**src/rtl/noc_flit_receiver.sv**
```systemverilog
// Node-side NoC receive interface: checks destination, strips the head flit and
// delivers framed payload beats through a 2-entry output buffer, counting errors.
module noc_flit_receiver #(
  parameter logic [1:0]  NODE_ID = 2'd0,
  parameter int unsigned CNT_W   = 16
) (
  input  logic             clk,
  input  logic             rst,
  input  logic [63:0]      data_in,
  input  logic             valid_in,
  output logic             ready_in,
  output logic [61:0]      out_data,
  output logic [1:0]       out_src,
  output logic             out_first,
  output logic             out_last,
  output logic             out_valid,
  input  logic             out_ready,
  output logic [CNT_W-1:0] err_misroute_cnt,
  output logic [CNT_W-1:0] err_proto_cnt
);

  typedef enum logic [1:0] {IDLE, RECV, DROP} state_t;

  state_t      state_q, state_d;
  logic [1:0]  src_q;
  logic [7:0]  len_q;
  logic [7:0]  cnt_q;

  logic        accept, is_head, is_single, is_tail, dest_ok;
  logic        push, push_first, push_last;
  logic [61:0] push_data;
  logic [1:0]  push_src;
  logic        load_hdr, cnt_inc, misroute_inc, proto_inc;

  logic [61:0] mem_data  [2];
  logic [1:0]  mem_src   [2];
  logic        mem_first [2];
  logic        mem_last  [2];
  logic        wr_ptr, rd_ptr;
  logic [1:0]  occ_q;
  logic        pop;

  assign ready_in  = !rst && (occ_q != 2'd2);
  assign accept    = valid_in && ready_in;
  assign is_head   = (data_in[63:62] == 2'b01);
  assign is_single = (data_in[63:62] == 2'b11);
  assign is_tail   = (data_in[63:62] == 2'b10);
  assign dest_ok   = (data_in[61:60] == NODE_ID);

  always_comb begin
    state_d      = state_q;
    push         = 1'b0;
    push_first   = 1'b0;
    push_last    = 1'b0;
    push_data    = data_in[61:0];
    push_src     = src_q;
    load_hdr     = 1'b0;
    cnt_inc      = 1'b0;
    misroute_inc = 1'b0;
    proto_inc    = 1'b0;
    if (accept) begin
      if (is_head || is_single) begin
        // A header outside IDLE abandons the open packet, then is handled as in IDLE.
        if (state_q != IDLE) proto_inc = 1'b1;
        if (!dest_ok) begin
          misroute_inc = 1'b1;
          state_d      = is_head ? DROP : IDLE;
        end else if (is_head) begin
          load_hdr = 1'b1;
          state_d  = RECV;
        end else begin
          push       = 1'b1;
          push_first = 1'b1;
          push_last  = 1'b1;
          push_data  = {4'b0000, data_in[57:0]};
          push_src   = data_in[59:58];
          state_d    = IDLE;
        end
      end else begin
        case (state_q)
          RECV: begin
            push       = 1'b1;
            push_first = (cnt_q == 8'd0);
            if (is_tail) begin
              push_last = 1'b1;
              state_d   = IDLE;
              if (cnt_q != len_q - 8'd1) proto_inc = 1'b1;
            end else begin
              cnt_inc = 1'b1;
              if (cnt_q >= len_q - 8'd1) proto_inc = 1'b1;
            end
          end
          DROP: if (is_tail) state_d = IDLE;
          default: proto_inc = 1'b1;
        endcase
      end
    end
  end

  always_ff @(posedge clk or posedge rst) begin
    if (rst) begin
      state_q          <= IDLE;
      src_q            <= '0;
      len_q            <= '0;
      cnt_q            <= '0;
      err_misroute_cnt <= '0;
      err_proto_cnt    <= '0;
    end else begin
      state_q <= state_d;
      if (load_hdr) begin
        src_q <= data_in[59:58];
        len_q <= data_in[57:50];
        cnt_q <= '0;
      end else if (cnt_inc && cnt_q != 8'hFF) begin
        cnt_q <= cnt_q + 8'd1;
      end
      if (misroute_inc && err_misroute_cnt != '1)
        err_misroute_cnt <= err_misroute_cnt + CNT_W'(1);
      if (proto_inc && err_proto_cnt != '1)
        err_proto_cnt <= err_proto_cnt + CNT_W'(1);
    end
  end

  assign pop       = (occ_q != 2'd0) && out_ready;
  assign out_valid = (occ_q != 2'd0);
  assign out_data  = mem_data[rd_ptr];
  assign out_src   = mem_src[rd_ptr];
  assign out_first = mem_first[rd_ptr];
  assign out_last  = mem_last[rd_ptr];

  always_ff @(posedge clk or posedge rst) begin
    if (rst) begin
      wr_ptr <= 1'b0;
      rd_ptr <= 1'b0;
      occ_q  <= '0;
      for (int unsigned i = 0; i < 2; i++) begin
        mem_data[i]  <= '0;
        mem_src[i]   <= '0;
        mem_first[i] <= 1'b0;
        mem_last[i]  <= 1'b0;
      end
    end else begin
      if (push) begin
        mem_data[wr_ptr]  <= push_data;
        mem_src[wr_ptr]   <= push_src;
        mem_first[wr_ptr] <= push_first;
        mem_last[wr_ptr]  <= push_last;
        wr_ptr            <= ~wr_ptr;
      end
      if (pop) rd_ptr <= ~rd_ptr;
      if (push && !pop)      occ_q <= occ_q + 2'd1;
      else if (pop && !push) occ_q <= occ_q - 2'd1;
    end
  end

endmodule

```
**config.mk**
```make
export PLATFORM = sky130hd
export DESIGN_NAME = noc_flit_receiver
export DESIGN_NICKNAME = d
export VERILOG_FILES = /design/src/rtl/noc_flit_receiver.sv
export SDC_FILE = /design/constraint.sdc
export NUM_CORES = 1
export LEC_CHECK = 0
export BUFFER_PORTS_ARGS = -buffer_cell sky130_fd_sc_hd__buf_2
export CORE_ASPECT_RATIO = 0.6
export CORE_UTILIZATION = 55
export CTS_CLUSTER_DIAMETER = 80
export DETAILED_ROUTE_END_ITERATION = 10
export GPL_ROUTABILITY_DRIVEN = 0
export PLACE_DENSITY_LB_ADDON = 0.2
export SLEW_MARGIN = 20
export SYNTH_ARGS = -nofsm -noshare
export SYNTH_HDL_FRONTEND = slang
export SYNTH_SLANG_ARGS = --single-unit
```
**constraint.sdc**
```tcl
create_clock -name clk -period 8.1 [get_ports clk]
set_input_delay 0.81 -clock clk [delete_from_list [all_inputs] [get_ports clk]]
set_output_delay 0.81 -clock clk [all_outputs]
set_load 0.03 [all_outputs]
```
-- After elaboration in Yosys (flattened, before gate mapping)
Cells that the tools add are included.
- flip-flop bits (word level): 188
- bits of input ports: 68
- output and inout bits: 100
- word-level logic and storage cells: 134
- $add $sub $neg: 6
- $lt $le $gt $ge: 4
- equality and inequality tests: 10
- multiplexer cells: 70
- bitwise operators: 4
- reduce and logical (&&, ||, !) cells: 23
- operators with widths (kind ; count):
    $mux W62 ; 8
    $bwmux W124 ; 1
    $demux W62 S1 ; 1
    $mux W1 ; 37
    $add A16 B1 Y16 const B ; 2
    $ne A16 B16 Y1 const B ; 2
    $mux W2 ; 15
    $mux W8 ; 2
    $reduce_bool A2 Y1 ; 6
    $logic_and A1 B1 Y1 ; 9
    $add A8 B1 Y8 const B ; 1
    $ge A8 B8 Y1 ; 1
    $logic_not A8 Y1 ; 1
    $ne A8 B8 Y1 ; 1
    $ne A8 B8 Y1 const B ; 1
    $sub A8 B1 Y8 const B ; 1
    $eq A2 B2 Y1 const B ; 3
    $bwmux W2 ; 2
    $bwmux W4 ; 1
    $eq A2 B1 Y1 const B ; 2
    $ge A2 B2 Y1 const B ; 2
    $not A1 Y2 ; 2
    $logic_not A1 Y1 ; 3
    $reduce_and A3 Y1 ; 1
    other kinds (11) ; 12

-- Logic depth before layout (Yosys ltp)
- depth after elaboration: 9
- gate-level depth with buffers: 13

-- Worst setup path after synthesis
OpenSTA, ideal clock, no wires.
- kind: reg2reg
- start: reg len_q[2]
- end: reg err_proto_cnt[1]
- library setup time: 0.125 ns
- data arrival time: 2.814 ns
- data required time: 7.975 ns
- path slack: 5.161 ns
- stages on the path, launching flop included: 12
- path buffers: 0
- period minus slack after synthesis: 2.939 ns
- path through: dfrtp_1 -> or3_1 -> or2_2 -> nor4_1 -> xnor2_1 -> ha_1 -> nand4_1 -> o31ai_1 -> a221o_1 -> a21oi_4 -> nand2_1 -> mux2_4
- cells in the longest elaborated chain, start to end: 8
- elaborated cells on any way between the ends: 10
- classes of those cells: add/sub (1); order compare (1); eq/ne (1); mux (6); reduce/logical (1)
- ends and longest elaborated chain (element ; RTL line ; text):
    from (decl) ; 26 ; logic [7:0] len_q;
    from (signal assigned) ; 112 ; len_q <= data_in[57:50];
    $sub A8 B1 Y8 (*) ; 87, 90 ;
    $ge A8 B8 Y1 / $ne A8 B8 Y1 (equally long branches) ; 90, 87 ;
    $mux W1 (on tied branches) ; 90, 87 ;
    $mux W1 (*) ; 84 ; if (is_tail) begin
    $pmux W1 S2 (*) ; 80 ; case (state_q)
    $mux W1 (*) ; 62 ; if (is_head || is_single) begin
    $mux W1 (*) ; 61 ; if (accept) begin
    $logic_and A1 B1 Y1 (*) ; 119 ; if (proto_inc && err_proto_cnt != '1)
    to (signal assigned) ; 120 ; err_proto_cnt <= err_proto_cnt + CNT_W'(1);
    to (decl) ; 19 ; output logic [CNT_W-1:0] err_proto_cnt
Every way passes the cells marked *; elsewhere a longest branch is shown, timed or not.
A chain may end at the register's enable or synchronous reset.

-- Final worst setup path
Same ends and word-level chain as after synthesis.

==> run_results.csv <==
group,metric,value,unit
drt,drt_iter0_drc,414,
finish,finalNetCount,911,
clock_tree,cts.clk_slew.worst_paths,0.08,ns
power_and_ir_drop,intPower,0.00230,W
finish,final_cell_mix,"dfrtp_1, mux2_2, buf_2",
critical_path,ff2ff_path_depth,11,
timing,slew_headroom,0.285,
clock_tree,cts_tree,"done",
grt,antenna_found_initial,2,
die,io_pins,168,
power_and_ir_drop,p_seq_frac,0.394,
timing,fin_ws,4.71,ns
worst_hold_path,worstHoldStart,"mem_first[0]",
finish,final_common_cell,"dfrtp_1",
clock_tree,cts_setup_buffers,0,
finish,layout-drive-gt1-share,0.469,
critical_path,r2r-end,"err_proto_cnt[1]",
yosys,synth_area,8660,um2
drt,vias,5726,
die,die_y,99.2,um
grt,grtUsageTotal,0.234,
drt,drtAntennaViolNets,0,
timing,worst_pin_slew,1.06,ns
clock_tree,cts_resized,0,
drt,firstDrtPassIters,4,
placed_design,hpwl,12500,um
clock_tree,clk_path_buf_depth,2,
die,die_area,16300,um2
yosys,ys_warn_count,0,
power_and_ir_drop,pwr-share-comb,0.392,
power_and_ir_drop,p_switching,0.00146,W
yosys,synth_cells,665,
drt,wl_per_cell,17.5,um
yosys,syn_area_per_cell,13.0,um2
die,core,15400,um2
die,die_w,164,um
timing,hold_viol,0,
yosys,ys_types,43,
drt,routed_wl,18300,um
timing,period_needed,3.39,ns
grt,grt_first_pass_wirelength,29200,um
power_and_ir_drop,p_clk_frac,0.214,
worst_hold_path,hold_path_end,"mem_first[0]",
clock_tree,cts_inserted_buffers,17,
yosys,syn_nets,750,
die,num_rows,35,
critical_path,worstPathArrival,3.70,ns
clock_tree,cts-root-buf,"clkbuf_16",
critical_path,cp.required,8.42,ns
timing,rsz0062_at_grt,"no",
critical_path,critPathKind,"reg2reg",
grt,gr-total-overflow,0,
clock_tree,postCtsHoldBufs,0,
placed_design,pre_cts_slack,4.58,ns
timing,clock.fmax,295,MHz
power_and_ir_drop,power.leakage,5.22,nW
run,cap_violations,0,
critical_path,r2r_slack,4.71,ns
power_and_ir_drop,ir_drop,0.250,mV
worst_hold_path,hold_depth,2,
clock_tree,clkSinkCount,188,
clock_tree,clk_latency,0.43,ns
drt,drt_drc_violations_left,0,
critical_path,cp_max_fo,16,
finish,area_growth,18.2,%
grt,grt_pass1_vias,5756,
power_and_ir_drop,swShare,0.388,
timing,fin_skew,0.0154,ns
critical_path,critPathLaunchType,"flip-flop",
grt,grt_max_degree,115,
die,initial_core_util,0.563,
critical_path,r2r_start,"len_q[2]",
critical_path,crit_path_end_kind,"flip-flop",
timing,setup_viol,0,
placed_design,portBuffers,167,
timing,finalSetupTns,0,ns
yosys,synth-seq-area-share,0.543,
drt,via_per_inst,5.50,
yosys,ys_ff_latch,188,
clock_tree,cts_max_level,4,
worst_hold_path,hold_class,"reg2reg",
outcome,outcome,"completed",
timing,post-route-period-util,0.418,
finish,fillCellCount,1189,
timing,drv_slew,0,
power_and_ir_drop,p_per_area,368,nW/um2
stage by stage:
stage / utilization / std cells / hold slack, ns / cell area, um2 / power (W)
after floorplan: - / 665 / 0.444 / 8660 / 0.00257
after global placement: 0.629 / 1010 / 0.456 / 9670 / 0.00291
final: 0.666 / 1042 / 0.481 / 10200 / 0.00376
after CTS: 0.665 / 1041 / 0.480 / 10200 / 0.00379
after detailed placement: 0.629 / 1010 / 0.465 / 9670 / 0.00298
after global routing: 0.666 / 1041 / 0.494 / 10200 / 0.00397
Yosys cell counts, drive strengths merged:
| master | number | area (um2) |
|---|---|---|
| ha | 17 | 213 |
| a21oi | 12 | 71.3 |
| a31oi | 3 | 18.8 |
| a21o | 1 | 7.51 |
| o41ai | 1 | 8.76 |
| mux2i | 2 | 20.0 |
| xnor2 | 31 | 272 |
| nor4 | 4 | 25.0 |
| nor4bb | 1 | 10.0 |
| o21ai | 18 | 90.1 |
| nand2b | 4 | 25.0 |
| a221o | 2 | 20.0 |
| a211oi | 1 | 7.51 |
| o31ai | 1 | 7.51 |
| or2 | 3 | 18.8 |
| clkbuf | 10 | 38.8 |
| a41oi | 1 | 8.76 |
| nand3 | 14 | 70.1 |
| mux2 | 194 | 2190 |
| xor2 | 12 | 105 |
| inv | 15 | 56.3 |
| a311oi | 1 | 15.0 |
| buf | 19 | 98.8 |
| nor2b | 2 | 12.5 |
| nor2 | 29 | 111 |
| or3 | 2 | 12.5 |
| nor3 | 6 | 30.0 |
| nand4 | 17 | 106 |
| nor4b | 1 | 8.76 |
| dfrtp | 188 | 4700 |
| and2 | 2 | 12.5 |
| and4 | 7 | 61.3 |
| nand2 | 29 | 109 |
| and3 | 15 | 93.8 |
per-layer routing:
| layer | vias up | part of all wire | GRT usage |
|---|---|---|---|
| met5 | - | 0.00071 | 0 |
| met4 | 2 | 0.0082 | 0.0563 |
| met3 | 13 | 0.067 | 0.0646 |
| met2 | 149 | 0.46 | 0.360 |
| met1 | 2874 | 0.47 | 0.330 |
| li1 | 2688 | - | - |
flip-flops by register name, indices dropped and copies added (netlist names):
signal,flops
src_q,2
err_misroute_cnt,16
mem_src,4
occ_q,2
err_proto_cnt,16
wr_ptr,1
len_q,8
mem_last,2
mem_first,2
state_q,2
mem_data,124
rd_ptr,1
cnt_q,8
power by group through the flow:
| stage | sequential, W | combinational, W | clock, W |
|---|---|---|---|
| after detailed placement | 0.00150 | 0.00148 | 0 |
| after global placement | 0.00147 | 0.00144 | 0 |
| after floorplan | 0.00144 | 0.00112 | 0 |
| after global routing | 0.00153 | 0.00158 | 0.000856 |
| final | 0.00148 | 0.00148 | 0.000804 |
| after CTS | 0.00148 | 0.00149 | 0.000818 |
cell type report:
type | instances | area [um2] | area share
antenna | 1 | 2.50 | 0.000245
sequential | 188 | 4710 | 0.460
clock inverter | 13 | 124 | 0.0121
clock buffer | 18 | 439 | 0.0429
multi-input combinational | 433 | 3780 | 0.369
tap | 203 | 254 | 0.0248
inverter | 15 | 63.8 | 0.00624
timing repair buffer | 171 | 866 | 0.0846
worst max path at each step:
stage,from,end,cells after the start
6_report,len_q[2],err_proto_cnt[1],11
5_1_grt,len_q[2],err_proto_cnt[1],11
4_1_cts,len_q[2],err_proto_cnt[1],11
3_5_place_dp,data_in[61],mem_data[114],7
3_3_place_gp,data_in[61],mem_data[107],7
2_1_floorplan,rst,cnt_q[0],1
logic make-up after synthesis:
family          synth area share
mux                        0.255
flops                      0.543
simple gates              0.0816
buf+inv                   0.0224
xor+xnor                  0.0435
compound gates            0.0295
fa+ha+maj                 0.0246
worst max-delay path, cell delays in order, from the launching register on:
cell and delay (ns):
dfrtp_1 0.43, or3_1 0.40, or2_2 0.29, nor4_1 0.26
xnor2_1 0.17, ha_1 0.27, nand4_1 0.13, o31ai_1 0.10
a221o_1 0.36, a21oi_4 0.36, nand2_1 0.18, mux2_4 0.33
Note: power is estimated with default switching activity, not from simulation.
